<file path="config.mk">
export PLATFORM = sky130hd
export DESIGN_NAME = pipeline_operand_feeder
export DESIGN_NICKNAME = d
export VERILOG_FILES = /design/src/rtl/pipeline_pkg.sv /design/src/rtl/feeder_fifo_mem.sv /design/src/rtl/pipeline_operand_feeder.sv
export SDC_FILE = /design/constraint.sdc
export NUM_CORES = 1
export LEC_CHECK = 0
export ABC_CLOCK_PERIOD_IN_PS = 2200
export BUFFER_PORTS_ARGS = -buffer_cell sky130_fd_sc_hd__buf_4
export CAP_MARGIN = 10
export CORE_AREA = 2 2 84 62
export CTS_CLUSTER_SIZE = 28
export DETAILED_ROUTE_END_ITERATION = 7
export DIE_AREA = 0 0 86 64
export HOLD_SLACK_MARGIN = 0.02
export MAX_ROUTING_LAYER = met4
export PLACE_DENSITY = 0.59
export SLEW_MARGIN = 20
export SYNTH_ARGS = -nofsm -noshare
export SYNTH_HDL_FRONTEND = slang
export SYNTH_SLANG_ARGS = --single-unit
</file>
<file path="constraint.sdc">
create_clock -name clk -period 2.2 [get_ports clk]
set_input_delay 0.33 -clock clk [delete_from_list [all_inputs] [get_ports clk]]
set_output_delay 0.33 -clock clk [all_outputs]
set_load 0.05 [all_outputs]
</file>
<file path="src/rtl/pipeline_pkg.sv">
// Shared types and default widths for the arithmetic pipeline and its operand feeder.
package pipeline_pkg;

    localparam int INP_WIDTH_DEF = 2;
    localparam int DEPTH_DEF     = 4;

    typedef logic [INP_WIDTH_DEF-1:0] operand_t;

    // Packed layout {a, b, c} is the same order the feeder stores triplets in its FIFO.
    typedef struct packed {
        operand_t a;
        operand_t b;
        operand_t c;
    } triplet_t;

endpackage

</file>
<file path="src/rtl/feeder_fifo_mem.sv">
// Triplet storage for the operand feeder: one synchronous write port, one asynchronous read port.
module feeder_fifo_mem
    import pipeline_pkg::*;
#(
    parameter  int WIDTH = 3 * INP_WIDTH_DEF,
    parameter  int DEPTH = DEPTH_DEF,
    localparam int AW    = $clog2(DEPTH)
) (
    input  logic             clk_i,
    input  logic             we_i,
    input  logic [AW-1:0]    waddr_i,
    input  logic [WIDTH-1:0] wdata_i,
    input  logic [AW-1:0]    raddr_i,
    output logic [WIDTH-1:0] rdata_o
);

    // Storage is deliberately not reset; the pointers and count decide what is live.
    logic [WIDTH-1:0] mem_q [DEPTH];

    always_ff @(posedge clk_i) begin
        if (we_i) begin
            mem_q[waddr_i] <= wdata_i;
        end
    end

    assign rdata_o = mem_q[raddr_i];

endmodule

</file>
<file path="src/rtl/pipeline_operand_feeder.sv">
// Buffers producer operand triplets in a small FIFO and issues one per cycle to the
// pipeline's A/B/C inputs, inserting zero bubbles when empty and freezing on stall.
module pipeline_operand_feeder
    import pipeline_pkg::*;
#(
    parameter  int INP_WIDTH = INP_WIDTH_DEF,
    parameter  int DEPTH     = DEPTH_DEF,
    localparam int CNT_WIDTH = $clog2(DEPTH) + 1
) (
    input  logic                 clk,
    input  logic                 rst,
    input  logic                 stall,
    input  logic                 in_valid,
    output logic                 in_ready,
    input  logic [INP_WIDTH-1:0] in_a,
    input  logic [INP_WIDTH-1:0] in_b,
    input  logic [INP_WIDTH-1:0] in_c,
    output logic [INP_WIDTH-1:0] A,
    output logic [INP_WIDTH-1:0] B,
    output logic [INP_WIDTH-1:0] C,
    output logic                 out_valid,
    output logic [CNT_WIDTH-1:0] count
);

    localparam int PTR_W = $clog2(DEPTH);
    localparam int TW    = 3 * INP_WIDTH;

    logic [PTR_W-1:0]     wr_ptr_q, wr_ptr_d;
    logic [PTR_W-1:0]     rd_ptr_q, rd_ptr_d;
    logic [CNT_WIDTH-1:0] count_q, count_d;
    logic [INP_WIDTH-1:0] a_q, a_d, b_q, b_d, c_q, c_d;
    logic                 valid_q, valid_d;
    logic [TW-1:0]        rd_data;
    logic                 full, empty, push, pop;

    // Handshake: a triplet transfers on any rising edge where in_valid && in_ready;
    // in_ready depends only on registered occupancy (never on in_valid or a same-cycle pop).
    assign full     = (count_q == CNT_WIDTH'(DEPTH));
    assign empty    = (count_q == '0);
    assign in_ready = !rst && !full;
    assign push     = in_valid && in_ready;
    assign pop      = !stall && !empty;

    feeder_fifo_mem #(
        .WIDTH(TW),
        .DEPTH(DEPTH)
    ) u_mem (
        .clk_i  (clk),
        .we_i   (push),
        .waddr_i(wr_ptr_q),
        .wdata_i({in_a, in_b, in_c}),
        .raddr_i(rd_ptr_q),
        .rdata_o(rd_data)
    );

    always_comb begin
        wr_ptr_d = wr_ptr_q;
        rd_ptr_d = rd_ptr_q;
        count_d  = count_q;
        a_d      = a_q;
        b_d      = b_q;
        c_d      = c_q;
        valid_d  = valid_q;

        if (push) begin
            wr_ptr_d = wr_ptr_q + PTR_W'(1);
        end

        // Output registers only move when the pipeline is not frozen.
        if (pop) begin
            rd_ptr_d          = rd_ptr_q + PTR_W'(1);
            {a_d, b_d, c_d}   = rd_data;
            valid_d           = 1'b1;
        end else if (!stall) begin
            a_d     = '0;
            b_d     = '0;
            c_d     = '0;
            valid_d = 1'b0;
        end

        case ({push, pop})
            2'b10:   count_d = count_q + CNT_WIDTH'(1);
            2'b01:   count_d = count_q - CNT_WIDTH'(1);
            default: count_d = count_q;
        endcase
    end

    always_ff @(posedge clk) begin
        if (rst) begin
            wr_ptr_q <= '0;
            rd_ptr_q <= '0;
            count_q  <= '0;
            a_q      <= '0;
            b_q      <= '0;
            c_q      <= '0;
            valid_q  <= 1'b0;
        end else begin
            wr_ptr_q <= wr_ptr_d;
            rd_ptr_q <= rd_ptr_d;
            count_q  <= count_d;
            a_q      <= a_d;
            b_q      <= b_d;
            c_q      <= c_d;
            valid_q  <= valid_d;
        end
    end

    assign A         = a_q;
    assign B         = b_q;
    assign C         = c_q;
    assign out_valid = valid_q;
    assign count     = count_q;

endmodule

</file>
======== Word-level counts from Yosys, hierarchy flattened ========
Memory sizes are Yosys's and may differ from the RTL's. A register that Yosys moved wholly into a read port is not among the register bits.
Cells that the tools add are included.
word-level totals
  input port bits ......................... 10
  memories ................................ 1
  register bits after elaboration ......... 14
  memory bits (writable) .................. 24
  output and inout port bits .............. 11
memories
  name         words  bits a word  rd ports  clocked after memory_dff  write ports  RTL line               source
  u_mem.mem_q  4      6            1         1                         1            feeder_fifo_mem.sv:18  logic [WIDTH-1:0] mem_q [DEPTH];
cells by class
  equality and inequality tests ........... 4
  mux-type cells .......................... 11
  add/subtract/negate cells ............... 4
  reductions and logical operators ........ 9
operator list
  kind                                              count
  two-way mux 2 bit                                 6
  one-hot mux 3 bit (2 select lines)                1
  adder 2 x 1 -> 2 bit, second input constant       2
  logical NOT 1 bit                                 4
  two-way mux 1 bit                                 4
  adder 3 x 1 -> 3 bit, second input constant       1
  == test 3 bit, second input constant              1
  logical AND 1 bit                                 3
  logical NOT 3 bit                                 1
  subtractor 3 x 1 -> 3 bit, second input constant  1
  == test 2 x 1 -> 1 bit, second input constant     1
  == test 2 bit, second input constant              1
  != test 2 x 1 -> 1 bit, second input constant     1
  nonzero test 2 bit                                1

======== Logic depth before layout (Yosys ltp) ========
  depth after elaboration ................. 6
  gate-level depth with buffers ........... 9

======== By module ========
From an unflattened synthesis, not the netlist that was laid out.
unflattened totals
  cells, all modules ...................... 109
  area, all modules ....................... 1549.0 um2
by module, submodules not included
  module                   area an instance (um2)  times used  seq. area each (um2)  cells an instance
  feeder_fifo_mem          898.4                   1           720.7                 35
  pipeline_operand_feeder  650.6                   1           280.3                 74

======== Least setup slack after synthesis ========
No wires, ideal clock.
  path type ............................... register to register
  start point ............................. register count_q[2], in the netlist count[2]
  end point ............................... register count_q[2], in the netlist count[2]
  library setup time ...................... 0.070 ns
  clock period less this slack ............ 2.369 ns
  buffers on the path ..................... 0
  path slack .............................. -0.169 ns
  arrival ................................. 2.299 ns
  stages on the path, launching flop included .. 10
  cells stage by stage .................... dfxtp_1 > nor3b_2 > nor3b_4 > inv_1 > ha_1 > inv_1 > fa_1 > xor2_1 > or3_1 > a21oi_1
on the way
  word-level cells in the longest chain between the ends .. 6
  elaborated cells on any way between the ends .. 13
RTL lines
  item                                                                             RTL line                        source
  start, declared                                                                  pipeline_operand_feeder.sv:30   logic [CNT_WIDTH-1:0] count_q, count_d;
  start signal, assigned                                                           pipeline_operand_feeder.sv:100  count_q <= count_d;
  == test 3 bit                                                                    pipeline_operand_feeder.sv:38   assign full = (count_q == CNT_WIDTH'(DEPTH));
  logical NOT 1 bit                                                                pipeline_operand_feeder.sv:40   assign in_ready = !rst && !full;
  logical AND 1 bit                                                                pipeline_operand_feeder.sv:40
  logical AND 1 bit                                                                pipeline_operand_feeder.sv:41   assign push = in_valid && in_ready;
  == test 2 x 1 -> 1 bit / == test 2 bit (equally long branches)                   pipeline_operand_feeder.sv:81   case ({push, pop})
  one-hot mux 3 bit (2 select lines) / nonzero test 2 bit (equally long branches)  -
Parallel ways exist; a longest one is shown, timed or not.
A chain may end at the register's enable or synchronous reset.

======== Worst setup path after layout ========
Ends and elaborated chain as after synthesis.

==> results.ini <==
[global_route]
grt_overflow=0
track_usage_pct=12.1
antenna_found_initial=0
grt_max_degree=14
grt_pass1_wl_um=4730
first_global_vias=973

[synth]
synth_top_cell_by_area=edfxtp_1
syn_avg_cell_area_um2=15.7
yosysWarnings=0
syn_nets=117
yosysSeqAreaShare_pct=65.6
ys_top_cells_by_area=edfxtp_1 45%, dfxtp_1 20%, mux4_2 8.5%
syn_inst=101
ys_types=25
syn-cell-area_um2=1590
synth_top_area_share_pct=45.4
ys_ff_latch=40

[detailed_routing]
routedWlPerCell_um=15.6
ant_nets=0
first_pass_iters=4
vias=910
drc=0
routed_wl_um=2850
via_per_inst=4.97
dr.first_iter.drc_count=55

[timing]
hold_viol=0
fin_tns_setup_ns=0
hold_slack_ns=0.237
maxSlewViolCount=0
rsz0062_at_grt=no
fmax_mhz=490
setup_violations=0
fin_crit_sh_pct=92.8
tightestPinTransition_ns=0.491
relSlewSlack_pct=67.1
skew_ns=0.00639
fin_crit_ns=2.04

[critical_path]
crit_type=register to register
worstSetupStartpointType=register
critPathTopFamily=simple AND/OR/NAND/NOR gates
cp-end-kind=register
cpPeakStageDelay_ns=0.37
cp_slowest_cell=dfxtp_2
critPathMaxFanout=7
crit_chain=nor3b_4 > nor3b_4 > inv_1 > ha_1 > inv_1 > fa_1 > xor2_1 > or3_1 > a21oi_1
critical_path_arrival_ns=2.26
cp.required_ns=2.42
path_buf_inv=2

[power]
swShare_pct=34.6
power_switching_uw=721
irDropWorstVdd_mv=0.323
p_int_uw=1360
comb_power_share_pct=30.2
pwr-share-clk_pct=22.0
power_frac_seq_pct=47.8
powerDensity_nw_per_um2=1110
leakagePower_uw=0.000672

[cts]
cts-hold-fix-buffers=0
clock-root-buffer=clkbuf_8
cts_buffers=5
cts_setup_buffers=0
cts_tree=yes
clk_path_buf_depth=2
cts_num_sinks=40
clock_latency_ns=0.29
clk_transition_reported_paths_ns=0.08
ctsResizeCount=0
h-tree-depth=2

[floorplanning]
rows=21
core_um2=4650
die_h_um=64
chipWidth_um=86
dieArea_um2=5500
num_io_pins=21
start_util_pct=34.1

[layout]
syn_to_final_growth_pct=18.5
final_cells=183
layout_commonest_cell=edfxtp_1
final_area_um2=1880
final_cell_mix=24 x edfxtp_1, 20 x buf_4, 13 x dfxtp_1, 8 x inv_1
nNetsFinal=141
insertedDiodeCount=0
drive_gt1_share_pct=31.7
n_fill_cell=417
fin_util_pct=40.4

[flow_run]
max_cap_violations=0

[placed_design]
place_inst=175
placed_area_um2=1790
dpl.hpwl_um=1990
portBuffers=20
place_congestion=0.701

[hold_path]
min_path_type=primary input to register

[outcome]
status=finished clean

-- stage by stage --
step | setup WS, ns | power (µW)
global placement | 0.197 | 1610
finish | 0.158 | 2080
global route | 0.00906 | 2210
detailed placement | 0.115 | 1630
CTS | 0.102 | 2100
floorplan | 0.0271 | 1470
-- worst paths after layout --
check	start	endpoint	slack, ns	cells past startpoint
setup / recovery	count[2]$_SDFFE_PP0P_	count[2]$_SDFFE_PP0P_	0.16	9
hold / removal	in_c[1]	u_mem.mem_q[3][1]$_DFFE_PP_	0.24	1
setup reg to reg	count[2]$_SDFFE_PP0P_	count[2]$_SDFFE_PP0P_	0.16	9
hold reg to reg	rd_ptr_q[1]$_SDFFE_PP0P_	register	0.50	2
-- layout make-up --
cell class | count | area [µm²] | share of cell area (%)
flip-flops and latches | 40 | 1040 | 55.6
repair buffers | 20 | 150 | 7.98
clock inverters | 3 | 13.8 | 0.732
clock buffers | 5 | 68.8 | 3.66
multi-input cells | 50 | 502 | 26.7
well taps | 57 | 71.3 | 3.79
inverters | 8 | 30.0 | 1.60
-- synthesized netlist by cell type --
master / number
fa_1: 1
clkbuf_1: 1
mux2i_1: 1
mux4_2: 6
a32o_1: 6
or4_1: 1
nand2_1: 1
edfxtp_1: 24
nor3_2: 2
nor3b_4: 1
o21a_1: 1
inv_1: 8
o21ai_0: 2
o31ai_1: 1
and2_1: 5
or3_1: 2
mux2_1: 1
ha_1: 5
nor2_1: 6
xor2_1: 2
nor3b_2: 1
buf_2: 1
buf_6: 1
a21oi_1: 5
dfxtp_1: 16
-- sequential cells by signal, summed over array words and instances (netlist names), named ones only --
register and flops:
u_mem.mem_q 24, B 2, A 2, wr_ptr_q 2, C 2, out_valid 1, rd_ptr_q 2, count 3
-- worst reg2reg max path, cell delays in order (launching register included) --
cell     delay, ns
dfxtp_2       0.37
nor3b_4       0.25
nor3b_4       0.10
inv_1         0.07
ha_1          0.17
inv_1         0.06
fa_1          0.37
xor2_1        0.16
or3_1         0.30
a21oi_1       0.13
-- cell families after synthesis --
family,count (synthesis),share of synthesized area (%)
muxes,8,9.86
AOI/OAI and AO/OA,15,6.94
buffers and inverters,11,3.15
xor gates and xnor gates,2,1.10
adders and majority gates,6,5.21
and+or+nand+nor,19,8.12
DFF,40,65.6
-- power by group through the flow --
stage	combinational (µW)	clock, µW	sequential [µW]
floorplan	336	0	1130
global placement	609	0	1000
detailed placement	625	0	1010
CTS	630	473	992
global route	690	507	1010
finish	629	459	995
-- routing by layer --
| layer | global-route usage, % | share of wire [%] | vias to the layer above |
|---|---|---|---|
| li1 | - | - | 424 |
| met1 | 14.6 | 45 | 464 |
| met2 | 18.2 | 49 | 16 |
| met3 | 4.91 | 4.6 | 6 |
| met4 | 4.76 | 1.8 | 0 |
| met5 | - | 0 | - |
(Power assumes the default switching activity.)
